### src/rtl/parity_lrc_gen.sv
// Streaming row-parity + LRC trailer generator with valid/ready handshakes.
// Optional input parity checker enabled by defining PARITY_CHECK_EN.
module parity_lrc_gen #(
    parameter int WIDTH = 4,
    parameter int CNT_W = 8
) (
    input  logic             clk,
    input  logic             rst,
    input  logic             odd_mode,
    input  logic             s_valid,
    output logic             s_ready,
    input  logic [WIDTH-1:0] s_data,
    input  logic             s_last,
`ifdef PARITY_CHECK_EN
    input  logic             s_parity,
    output logic             par_err,
    output logic [CNT_W-1:0] err_count,
`endif
    output logic             m_valid,
    input  logic             m_ready,
    output logic [WIDTH-1:0] m_data,
    output logic             m_parity,
    output logic             m_last,
    output logic             m_lrc,
    output logic [CNT_W-1:0] frames_done
);

    typedef enum logic {
        DATA,
        TRAILER
    } state_t;

    state_t           state;
    state_t           state_nxt;
    logic             run_q;
    logic [WIDTH-1:0] lrc_acc;
    logic             frame_start;
    logic             mode_q;

    logic             slot_free;
    logic             in_fire;
    logic             trl_fire;
    logic             out_fire;
    logic             beat_mode;

    assign slot_free = !m_valid || m_ready;
    // run_q keeps s_ready low until the first clock after reset release
    assign s_ready   = run_q && (state == DATA) && slot_free;
    assign in_fire   = s_valid && s_ready;
    assign trl_fire  = (state == TRAILER) && slot_free;
    assign out_fire  = m_valid && m_ready;
    assign beat_mode = frame_start ? odd_mode : mode_q;

    always_comb begin
        state_nxt = state;
        unique case (state)
            DATA: begin
                if (in_fire && s_last) begin
                    state_nxt = TRAILER;
                end
            end
            TRAILER: begin
                if (slot_free) begin
                    state_nxt = DATA;
                end
            end
            default: state_nxt = DATA;
        endcase
    end

    always_ff @(posedge clk or posedge rst) begin
        if (rst) begin
            state       <= DATA;
            run_q       <= 1'b0;
            lrc_acc     <= '0;
            frame_start <= 1'b1;
            mode_q      <= 1'b0;
            m_valid     <= 1'b0;
            m_data      <= '0;
            m_parity    <= 1'b0;
            m_last      <= 1'b0;
            m_lrc       <= 1'b0;
        end else begin
            state <= state_nxt;
            run_q <= 1'b1;
            if (in_fire) begin
                m_valid     <= 1'b1;
                m_data      <= s_data;
                m_parity    <= (^s_data) ^ beat_mode;
                m_last      <= 1'b0;
                m_lrc       <= 1'b0;
                lrc_acc     <= frame_start ? s_data : (lrc_acc ^ s_data);
                frame_start <= s_last;
                if (frame_start) begin
                    mode_q <= odd_mode;
                end
            end else if (trl_fire) begin
                // LRC itself is plain column XOR; only its row parity follows mode
                m_valid  <= 1'b1;
                m_data   <= lrc_acc;
                m_parity <= (^lrc_acc) ^ mode_q;
                m_last   <= 1'b1;
                m_lrc    <= 1'b1;
                lrc_acc  <= '0;
            end else if (m_ready) begin
                m_valid <= 1'b0;
            end
        end
    end

    always_ff @(posedge clk or posedge rst) begin
        if (rst) begin
            frames_done <= '0;
        end else if (out_fire && m_lrc) begin
            frames_done <= frames_done + CNT_W'(1);
        end
    end

`ifdef PARITY_CHECK_EN
    logic exp_parity;

    assign exp_parity = (^s_data) ^ beat_mode;

    always_ff @(posedge clk or posedge rst) begin
        if (rst) begin
            par_err   <= 1'b0;
            err_count <= '0;
        end else if (in_fire && (s_parity != exp_parity)) begin
            par_err <= 1'b1;
            if (err_count != {CNT_W{1'b1}}) begin
                err_count <= err_count + CNT_W'(1);
            end
        end
    end
`endif

endmodule
### config.mk
export PLATFORM = sky130hd
export DESIGN_NAME = parity_lrc_gen
export DESIGN_NICKNAME = d
export VERILOG_FILES = /design/src/rtl/parity_lrc_gen.sv
export SDC_FILE = /design/constraint.sdc
export NUM_CORES = 1
export LEC_CHECK = 0
export CORE_ASPECT_RATIO = 0.9
export CORE_MARGIN = 2
export CORE_UTILIZATION = 45
export DETAILED_ROUTE_END_ITERATION = 10
export PLACE_DENSITY = 0.73
export SLEW_MARGIN = 25
export SYNTH_ARGS = -nofsm -noshare
export SYNTH_HDL_FRONTEND = slang
export SYNTH_SLANG_ARGS = --single-unit
export TNS_END_PERCENT = 10
### constraint.sdc
create_clock -name clk -period 1.65 [get_ports clk]
set_input_delay 0.33 -clock clk [delete_from_list [all_inputs] [get_ports clk]]
set_output_delay 0.33 -clock clk [all_outputs]
set_load 0.01 [all_outputs]
Word-level counts from Yosys, hierarchy flattened

Cells that the tools add are included.

Add/subtract/negate cells: 1
Muxes and demuxes: 16
Bitwise logic cells: 4
Reduce and logical (&&, ||, !) cells: 13

Operator list:

| kind                                                          | count |
|---|---|
| 4-bit two-way mux                                             | 5 |
| 1-bit two-way mux                                             | 10 |
| 8-bit by 1-bit adder with 8-bit output, second input constant | 1 |
| 4-bit XOR reduction                                           | 2 |
| 1-bit logical AND                                             | 7 |
| 4-bit bitwise XOR                                             | 1 |
| 3-bit nonzero test                                            | 1 |
| 1-bit one-hot mux with 2 select lines                         | 1 |
| 2-bit nonzero test                                            | 1 |
| 1-bit bitwise XOR                                             | 2 |
| 1-bit zero test                                               | 1 |
| 1-bit logical OR                                              | 1 |
| 1-bit inverter                                                | 1 |

Register bits after elaboration: 23
Bits of input ports: 10
Output and inout port bits: 17
Logic and storage cells: 44

Depth between registers and ports, before layout

Gate-level depths: netlist of run 1.

Depth after elaboration: 7
Mapped depth: 6
Gate-level depth less buffers: 4

Least setup slack after synthesis of run 1

No wires, ideal clock.

Path type: reg-to-reg
Start point: reg frame_start
End point: reg m_parity
Data arrival time: 1.130 ns
Required time: 1.524 ns
Setup slack: 0.394 ns
Stages on the path, launching flop included: 5
Path buffers: 1
Cells stage by stage: dfstp_2 > buf_2 > mux2i_1 > xnor2_1 > a22oi_2

Cells in the longest elaborated chain, start to end: 3

Ends and longest elaborated chain:

| item                   | RTL line | text |
|---|---|---|
| start, declared        | 37       | `logic frame_start;` |
| start signal, assigned | 93       | `frame_start <= s_last;` |
| 1-bit two-way mux      | -        |  |
| 1-bit bitwise XOR      | 89       | `m_parity <= (^s_data) ^ beat_mode;` |
| 1-bit two-way mux      | 86       | `if (in_fire) begin` |
| end signal, assigned   | 89       |  |
| end signal, assigned   | 101      | `m_parity <= (^lrc_acc) ^ mode_q;` |
| end, declared          | 22       | `output logic m_parity,` |

Every way passes these cells.
A chain may end at the register's enable or synchronous reset.

Final worst setup path of run 1

Start point: reg frames_done[6]
End point: out frames_done[6]

RTL lines:

| item                   | RTL line | text |
|---|---|---|
| start, declared        | 25       | `output logic [CNT_W-1:0] frames_done` |
| start signal, assigned | 115      | `frames_done <= frames_done + CNT_W'(1);` |

No word-level cell between the ends.

==> key figures, run 1 <==
Critical path
  – Minimum setup slack among reg-to-reg paths: 0.32 ns
  – Max FO, Critical Path: 3
  – Category of the worst setup path launch point: flop
  – Cell at the slowest stage of the critical path: clkdlybuf4s50_1
  – Number of buffer and inverter instances along the worst setup path: 1
  – CP cell instances: clkdlybuf4s50_1
  – Delay-heaviest family, CP: buffers and inverters
  – Worst setup EP type: primary output
  – Data arrival at the endpoint of the critical path: 1.26 ns
  – Crit path largest cell delay: 0.55 ns
  – Required @ worst endpoint: 1.32 ns
  – Crit path kind: reg -> out

GRT
  – Residual overflow from global routing: 0
  – First-pass GRT wire length: 4.236 mm
  – Initial antenna violation count: 0
  – Largest net degree at the start of global routing: 24
  – Gr usage total: 18.86%
  – Vias in the first global route: 943

Timing
  – Worst Clk Skew: 0.001968 ns
  – Setup_tns: 0 ns
  – Count of pins over their slew limit: 0
  – Max Fclk: 627.6 MHz
  – Final period demand of the worst path: 1.593 ns
  – Number of hold violations in the final report: 0
  – Final Cycle Share: 96.57%
  – Final Worst Setup Slack: 0.05658 ns
  – Final-report setup violation count: 0
  – RSZ-0062 raised after global routing: false

Power and ir drop
  – Clock network power share: 14.3%
  – Power Density: 1205 mW/mm2
  – Max IR drop VDD: 0.7482 mV
  – Switching portion of total power: 33.85%
  – P_int: 1.212 mW
  – LEAKAGE: 0.7184 nW
  – Sw Pwr: 0.6202 mW
  – Share of total power in sequential cells: 44.8%
  – Combinational fraction of design power: 40.9%

Worst hold path
  – Class of the worst hold path: in -> async

Yosys
  – Most common flop cell mapped by yosys: dfrtp_1
  – Post-synthesis sequential element count: 23
  – Post-synthesis cell count: 115
  – Top area cells in the synthesized netlist: dfrtp_1 (48%), xnor2_1 (10%), o21ai_0 (5.7%), nand2_1 (4.3%), nand3_1 (4.0%)
  – Number of enable-type register cells in the synthesized netlist: 0
  – Cell accounting for the most synthesized area: dfrtp_1
  – Count of unique library cells instantiated by Yosys: 26
  – Synth Warn #: 0
  – Sequential fraction of the synthesis area: 50.72%
  – Fraction of post-synthesis cell area in the top cell type by area: 48.40%
  – Post-synth net total: 126
  – Share of async-settable or async-resettable flops after synthesis: 100.0%
  – Syn avg cell area: 9.890 um2
  – Netlist area before placement: 0.001137 mm2

Cells and area
  – Relative area change from synthesis to final layout: 33.66%
  – Most common library cell in the layout ignoring fill and taps: dfrtp_1
  – Final Net Count: 165
  – Fraction of layout instances using a drive strength above 1: 13.73%
  – Leading cell types in the layout, fill and taps excluded: dfrtp_1 (22), clkdlybuf4s50_1 (19)
  – # diodes: 0
  – Filler instances: 208
  – Finished Cell Area: 0.001520 mm2

Route
  – Initial DRT Pass Iterations: 4
  – Antenna violation net count after detailed routing: 0
  – Via density per instance: 5.204
  – Via Count: 942
  – WL/cell: 13.39 um
  – Drt drc: 0
  – Initial detailed-routing violation count: 28
  – Routed wire length: 2.424 mm

Floorplanning
  – Initial core utilization: 46.90%
  – Floorplan core area: 0.002425 mm2
  – Die width: 56.99 um
  – Die footprint: 0.002946 mm2
  – Die height: 51.70 um
  – Floorplan row count: 17
  – Ports: 27

Clock tree
  – CTS buffer count: 3
  – Number of hold-repair buffers added at the cts stage: 0
  – Count of H-tree levels built during CTS: 1
  – Clk slew on worst S/H paths: 0.12 ns
  – Clock tree from TritonCTS: built
  – Clock sink total: 23
  – Maximum buffer depth of the clock tree: 2
  – Worst-skew pair later-pin latency: 0.31 ns
  – Cell at the root of the clock tree: clkbuf_4

Placement
  – Count of buffers inserted at the top-level ports: 26
  – Weighted congestion reported at the end of routability-driven placement: 0.8050
  – Total half-perimeter wirelength after legalization and detailed placement: 1.822 mm
  – Post-Place Worst Slack: -0.2953 ns
  – Post-place instance area: 0.001484 mm2

Outcome
  – Run status: completed

Flow run
  – Max Cap Violations: 0
-- sequential cells by signal, indices dropped and copies added, names as in the netlist --
register and count:
frame_start 1, frames_done 8, lrc_acc 4, m_data 4, m_lrc 1, m_parity 1, m_valid 1, mode_q 1
run_q 1, state 1
-- synthesized netlist by cell type, types with 2 or more instances --
cell type,instances
nor2b_1,2
o21ai_0,13
nand2_1,13
inv_1,5
o21ai_1,4
nand3_1,9
dfrtp_1,22
buf_4,3
a21oi_1,5
xnor2_1,13
and3_1,3
nand4_1,2
nor2_1,2
nor3_1,6
mux2i_1,2
-- cell type report --
cell class / count / area, um2 / share of cell area [%]
multi-input combinational: 82 / 510.5 / 33.58
sequential: 23 / 576.8 / 37.94
clock buffer: 4 / 26.28 / 1.728
tap: 28 / 35.03 / 2.305
timing repair buffer: 39 / 352.8 / 23.21
inverter: 5 / 18.77 / 1.235
-- worst paths after layout --
path                                            start                          to  depth (start not counted)
max                        frames_done[6]$_DFFE_PP0P_              frames_done[6]                          1
min reg2reg                frames_done[7]$_DFFE_PP0P_  frames_done[7]$_DFFE_PP0P_                          1
min in group clk           frames_done[7]$_DFFE_PP0P_  frames_done[7]$_DFFE_PP0P_                          1
max in group asynchronous                         rst     frame_start$_DFFE_PP1P_                          3
max reg2reg                   frame_start$_DFFE_PP1P_        m_parity$_DFFE_PP0P_                          3
min                                               rst  frames_done[7]$_DFFE_PP0P_                          3
-- metal layers --
metal / GRT usage, % / part of all wire [%] / up-vias
li1: - / - / 468
met1: 24.64 / 45 / 444
met2: 31.03 / 49 / 25
met3: 4.726 / 4.6 / 5
met4: 5.814 / 1.3 / 0
met5: 0 / 0 / -
-- logic make-up (layout without fill, tap and decap cells) --
| logic type | Yosys count | after routing | share of synthesized area (%) |
|---|---|---|---|
| adder cells (fa/ha/maj) | 1 | 1 | 1.100 |
| XOR/XNOR | 15 | 15 | 12.76 |
| AO/OA/AOI/OAI | 23 | 23 | 10.78 |
| AND/OR/NAND/NOR | 40 | 40 | 17.49 |
| multiplexers | 2 | 2 | 1.760 |
| other | 1 | 1 | 0.3297 |
| flip-flops | 23 | 23 | 50.72 |
| buffers and inverters | 10 | 48 | 5.060 |
-- through the flow --
| stage | power [mW] | std cells | hold slack (ns) | utilization [%] |
|---|---|---|---|---|
| global placement | 1.549 | 176 | 0.4591 | 61.20 |
| global route | 1.960 | 181 | 0.3497 | 62.69 |
| floorplan | 1.238 | 115 | 0.3312 | - |
| CTS | 1.844 | 181 | 0.3493 | 62.44 |
| finish | 1.832 | 181 | 0.3397 | 62.69 |
| detailed placement | 1.583 | 176 | 0.4731 | 61.20 |
-- power groups by stage --
stage | clock [mW] | combinational, mW | sequential [mW]
floorplan | 0 | 0.375 | 0.863
global placement | 0 | 0.718 | 0.831
detailed placement | 0 | 0.742 | 0.841
CTS | 0.269 | 0.756 | 0.819
global route | 0.291 | 0.826 | 0.843
finish | 0.262 | 0.750 | 0.820
-- worst min-delay path, stage by stage --
cell and delay (ns):
clkdlybuf4s50_1 0.39, inv_1 0.05, buf_4 0.28
-- what timing repair did --
item	in CTS	in global routing
resized for setup	7	4
setup endpoints to repair	6	3
setup buffers	1	0
No activity file was read; power rests on OpenSTA's default activity.
==> run 2, diff against run 1 <==
--- a/config.mk
+++ b/config.mk
@@ -8,6 +8,7 @@
 export CORE_ASPECT_RATIO = 0.9
 export CORE_MARGIN = 2
 export CORE_UTILIZATION = 45
+export CTS_BUF_LIST = sky130_fd_sc_hd__clkbuf_2 sky130_fd_sc_hd__clkbuf_4 sky130_fd_sc_hd__clkbuf_8
 export DETAILED_ROUTE_END_ITERATION = 10
 export PLACE_DENSITY = 0.73
 export SLEW_MARGIN = 25
==> run 2 against run 1 <==
Via count fell by 0.11%. Cell area rose by 0.25%. Clock power rose by 6%. First-iteration DRC count did not move. Clock-buffer cell count did not move. Die area did not move. Sequential power barely moved. Non-clock buffer count did not move. Setup slack improved by 0.0021 ns. Sequential cell count did not move. Critical endpoint unchanged.
==> key figures, run 2 (same netlist as run 1, synthesis figures left out) <==
Placement
  – Count of buffers inserted at the top-level ports: 26
  – Total half-perimeter wirelength after legalization and detailed placement: 1.822 mm
  – Placed Instances: 176
  – Weighted congestion reported at the end of routability-driven placement: 0.8050

Critical path
  – Max FO, Critical Path: 3
  – Crit. path cell count: 1
  – Required @ worst endpoint: 1.32 ns
  – Crit path kind: reg -> out
  – Crit path largest cell delay: 0.55 ns
  – Start point of the critical path: frames_done[6]$_DFFE_PP0P_
  – Minimum setup slack among reg-to-reg paths: 0.32 ns
  – Category of the worst setup path launch point: flop
  – Register-to-Register Path Depth: 3
  – Critical path capture point: frames_done[6]
  – Capturing point of the worst reg2reg path: m_parity$_DFFE_PP0P_
  – Number of buffer and inverter instances along the worst setup path: 1
  – Cell at the slowest stage of the critical path: clkdlybuf4s50_1
  – CP cell instances: clkdlybuf4s50_1
  – R2r startpoint: frame_start$_DFFE_PP1P_
  – Worst setup EP type: primary output
  – Data arrival at the endpoint of the critical path: 1.26 ns
  – Delay-heaviest family, CP: buffers and inverters

Floorplanning
  – Floorplan row count: 17
  – Die footprint: 0.002946 mm2
  – Die height: 51.70 um
  – Initial core utilization: 46.90%
  – Ports: 27
  – Die width: 56.99 um
  – Floorplan core area: 0.002425 mm2

Timing
  – Setup_tns: 0 ns
  – Number of hold violations in the final report: 0
  – Final period demand of the worst path: 1.591 ns
  – Count of pins over their slew limit: 0
  – RSZ-0062 raised after global routing: false
  – Worst Clk Skew: 0.0007105 ns
  – Max Fclk: 628.4 MHz
  – Hold Worst Slack: 0.3416 ns
  – Final Cycle Share: 96.44%
  – Final-report setup violation count: 0

GRT
  – Initial antenna violation count: 0
  – First-pass GRT wire length: 4.236 mm
  – Gr usage total: 18.86%
  – Largest net degree at the start of global routing: 24
  – Vias in the first global route: 943
  – Residual overflow from global routing: 0

Cells and area
  – Final Net Count: 165
  – # diodes: 0
  – Top flop regs: frames_done: 8 flops, lrc_acc: 4 flops, m_data: 4 flops
  – Flip-flop count of the largest register after layout: 8
  – Relative area change from synthesis to final layout: 33.99%
  – Fraction of layout instances using a drive strength above 1: 14.38%
  – Register bank with the most flops: frames_done
  – Utilization of the core after routing: 62.85%
  – Leading cell types in the layout, fill and taps excluded: dfrtp_1 (22), clkdlybuf4s50_1 (19)
  – Most common library cell in the layout ignoring fill and taps: dfrtp_1
  – Finished Layout Cells: 181

Power and ir drop
  – LEAKAGE: 0.7218 nW
  – Power Density: 1213 mW/mm2
  – Max IR drop VDD: 0.7495 mV
  – Overall Power: 1.849 mW

Outcome
  – Run status: completed

Route
  – Via density per instance: 5.199
  – Initial detailed-routing violation count: 28
  – Via Count: 941
  – Routed wire length: 2.423 mm
  – Antenna violation net count after detailed routing: 0
  – WL/cell: 13.39 um
  – Drt drc: 0
  – Initial DRT Pass Iterations: 5

Clock tree
  – Clk slew on worst S/H paths: 0.12 ns
  – Clock tree from TritonCTS: built
  – Number of hold-repair buffers added at the cts stage: 0
  – Cell at the root of the clock tree: clkbuf_4
  – CTS buffer count: 3
  – Count of H-tree levels built during CTS: 1
  – Maximum buffer depth of the clock tree: 2
  – Clock sink total: 23
  – Worst-skew pair later-pin latency: 0.31 ns

Flow run
  – Max Cap Violations: 0

Worst hold path
  – Class of the worst hold path: in -> async
run 2: cell counts in the layout (fill, tap and decap cells not counted):
Identical to the previous run, type by type.
run 2: worst reg2reg max path, stage by stage, from the launching register on:
cell,delay (ns)
dfstp_2,0.63
mux2i_1,0.29
xnor2_1,0.13
a22oi_2,0.20
run 2: area by class of cell:
type	count	area (um2)
multi-input combinational	82	510.5
clock buffer	4	30.03
fill	206	900.9
inverter	5	18.77
sequential	23	576.8
timing repair buffer	39	352.8
tap	28	35.03
run 2: power breakdown:
group          switching, mW  internal (mW)
Combinational          0.337          0.414
Sequential             0.117          0.703
Clock                  0.167          0.111
Total                  0.620           1.23
run 2: what timing repair did:
| item | in CTS | in global routing |
|---|---|---|
| resized for setup | 7 | 4 |
| endpoints found under the hold margin | 0 | 0 |
| endpoints found under the setup margin | 6 | 3 |
| pin swaps | 0 | 0 |
| setup buffers | 1 | 0 |
run 2: worst min-delay path by stage:
stage / start / to / slack (ns)
2_1_floorplan: rst / frames_done[0]$_DFFE_PP0P_ / 0.33
3_3_place_gp: frames_done[7]$_DFFE_PP0P_ / frames_done[7]$_DFFE_PP0P_ / 0.46
3_5_place_dp: frames_done[7]$_DFFE_PP0P_ / frames_done[7]$_DFFE_PP0P_ / 0.47
4_1_cts: rst / frames_done[0]$_DFFE_PP0P_ / 0.35
5_1_grt: rst / frames_done[6]$_DFFE_PP0P_ / 0.35
6_report: rst / frames_done[7]$_DFFE_PP0P_ / 0.34
run 2: metal layers:
layer / wire [um] / part of all wire, % / vias up / global-route usage, %
met5: 0 / 0 / - / 0
met4: 32 / 1.3 / 0 / 5.814
met3: 115 / 4.7 / 5 / 4.726
met2: 1170 / 48 / 27 / 31.03
met1: 1104 / 46 / 441 / 24.64
li1: - / - / 468 / -
run 2: metrics by stage:
| step | cell area (um2) | worst slack, ns |
|---|---|---|
| after global routing | 1524 | 0.002486 |
| final | 1524 | 0.05870 |
| after floorplan | 1137 | 0.3935 |
| after detailed placement | 1484 | -0.2953 |
| after global placement | 1484 | -0.3271 |
| after CTS | 1518 | -0.01063 |
==> patch (config.mk and constraints of run 1) <==
The parameter `WIDTH` goes from 4 to 3.
--- a/src/rtl/parity_lrc_gen.sv
+++ b/src/rtl/parity_lrc_gen.sv
@@ -2,5 +2,5 @@
 // Optional input parity checker enabled by defining PARITY_CHECK_EN.
 module parity_lrc_gen #(
-    parameter int WIDTH = 4,
+    parameter int WIDTH = 3,
     parameter int CNT_W = 8
 ) (
Interface: changed (resized m_data and s_data); port bits go from 27 to 25. The function was not compared with the original's and may differ.
==> patch against run 1 <==
Wire length is 20% lower. Final area down 7.6%. Area after synthesis is 12% lower. Setup slack better by 0.037 ns. Synthesized cell count decreased by 20%. Sequential cell count is 2 lower. Clock skew up 0.0049 ns. Power rose by 19%. Critical path type unchanged. Critical endpoint is now frames_done[3].
==> patch: results (changes against run 1) <==
* Status: finished, final reports clean (unchanged)
* Placed insts at 152 (was 176)
* Pre-CTS WS at -0.349 ns (was -0.295 ns)
* Met2 WL at 1030 µm (was 1190 µm)
* Final setup margin at 0.0940 ns (was 0.0566 ns)
* Routed vias/inst at 4.79 (was 5.20)
* HPWL reported at the end of detailed placement at 1490 µm (was 1820 µm)
* Mux share of post-synthesis cell area at 3.63% (was 1.76%)
* Switching share of total power at 35.4% (was 33.9%)
* Met3 WL at 85 µm (was 112 µm)
* Part of the power in the clock network at 11.9% (was 14.3%)
* Max VDD drop at 984 µV (was 748 µV)
* CP Launch Point: frames_done[3]$_DFFE_PP0P_ (was frames_done[6]$_DFFE_PP0P_)
* P_seq at 883 µW (was 820 µW)
* First-pass GRT wire length at 3480 µm (was 4240 µm)
* Vias in the first global route at 777 (was 943)
* Routed wire per std cell at 12.2 µm (was 13.4 µm)
* Post-synthesis adder-cell area fraction at 1.25% (was 1.10%)
* Met1 usage at 22.5% (was 24.6%)
* End of the critical path: frames_done[3] (was frames_done[6])
* Met2 GRT Util at 30.5% (was 31.0%)
* Worst Reg2Reg Path Length in Cells at 6 (was 3)
* Mapped Cells at 92 (was 115)
* Pin count of the biggest net entering global routing at 22 (was 24)
* Placed Instance Area at 1340 µm² (was 1480 µm²)
* Seq/Total Area, Yosys at 52.8% (was 50.7%)
* Grt met3 use at 6.48% (was 4.73%)
* WHS at 0.346 ns (was 0.340 ns)
* R2R Path End: mode_q$_DFFE_PP0P_ (was m_parity$_DFFE_PP0P_)
* CP max FO at 2 (was 3)
* Most frequent cells after synthesis: dfrtp_1, nand2_1, xnor2_1 (was dfrtp_1, nand2_1, o21ai_0, xnor2_1, nand3_1)
* PortBufs at 24 (was 26)
* Crit Reg-Reg Startpoint: m_valid$_DFFE_PP0P_ (was frame_start$_DFFE_PP1P_)
* Post-synthesis xor/xnor area fraction at 14.0% (was 12.8%)
* WL met1 at 824 µm (was 1090 µm)
* Global Route Usage Sum at 18.3% (was 18.9%)
* Compound-cell area share of the yosys netlist at 8.27% (was 10.8%)
* Yosys cell types at 30 (was 26)
* Synth area leaders: dfrtp_1, xnor2_1, nand2_1 (was dfrtp_1, xnor2_1, o21ai_0)
* Clock skew at 0.00686 ns (was 0.00197 ns)
* Fill cells at 173 (was 208)
-- patch: changes by cell type in the layout (fill, tap and decap cells not counted), moves of 4 or more --
cell             delta
dlymetal6s2s_1      +4
nand3_1             -7
clkdlybuf4s50_1     -6
o21ai_0             -8
o21ai_1             -4
nor3_1              -5
xor2_1              +4
-- patch: tightest hold or removal path: stages --
cell             delay, ns
clkdlybuf4s50_1       0.40
inv_1                 0.06
buf_4                 0.27
-- patch: cell type report --
cell class	instances	area [µm²]	area share (%)
sequential	21	527	37.5
multi-input combinational	66	449	32.0
timing repair buffer	38	350	24.9
clock inverter	1	7.51	0.534
clock buffer	3	22.5	1.60
tap	27	33.8	2.40
inverter	4	15.0	1.07
-- patch: logic make-up (layout without fill, tap and decap cells) --
kind of cell | Yosys count | count (layout)
AOI/OAI and AO/OA | 14 | 14
xor gates and xnor gates | 16 | 16
adders and majority gates | 1 | 1
buffers and inverters | 5 | 46
DFF | 21 | 21
muxes | 3 | 3
other | 1 | 1
and+or+nand+nor | 31 | 31
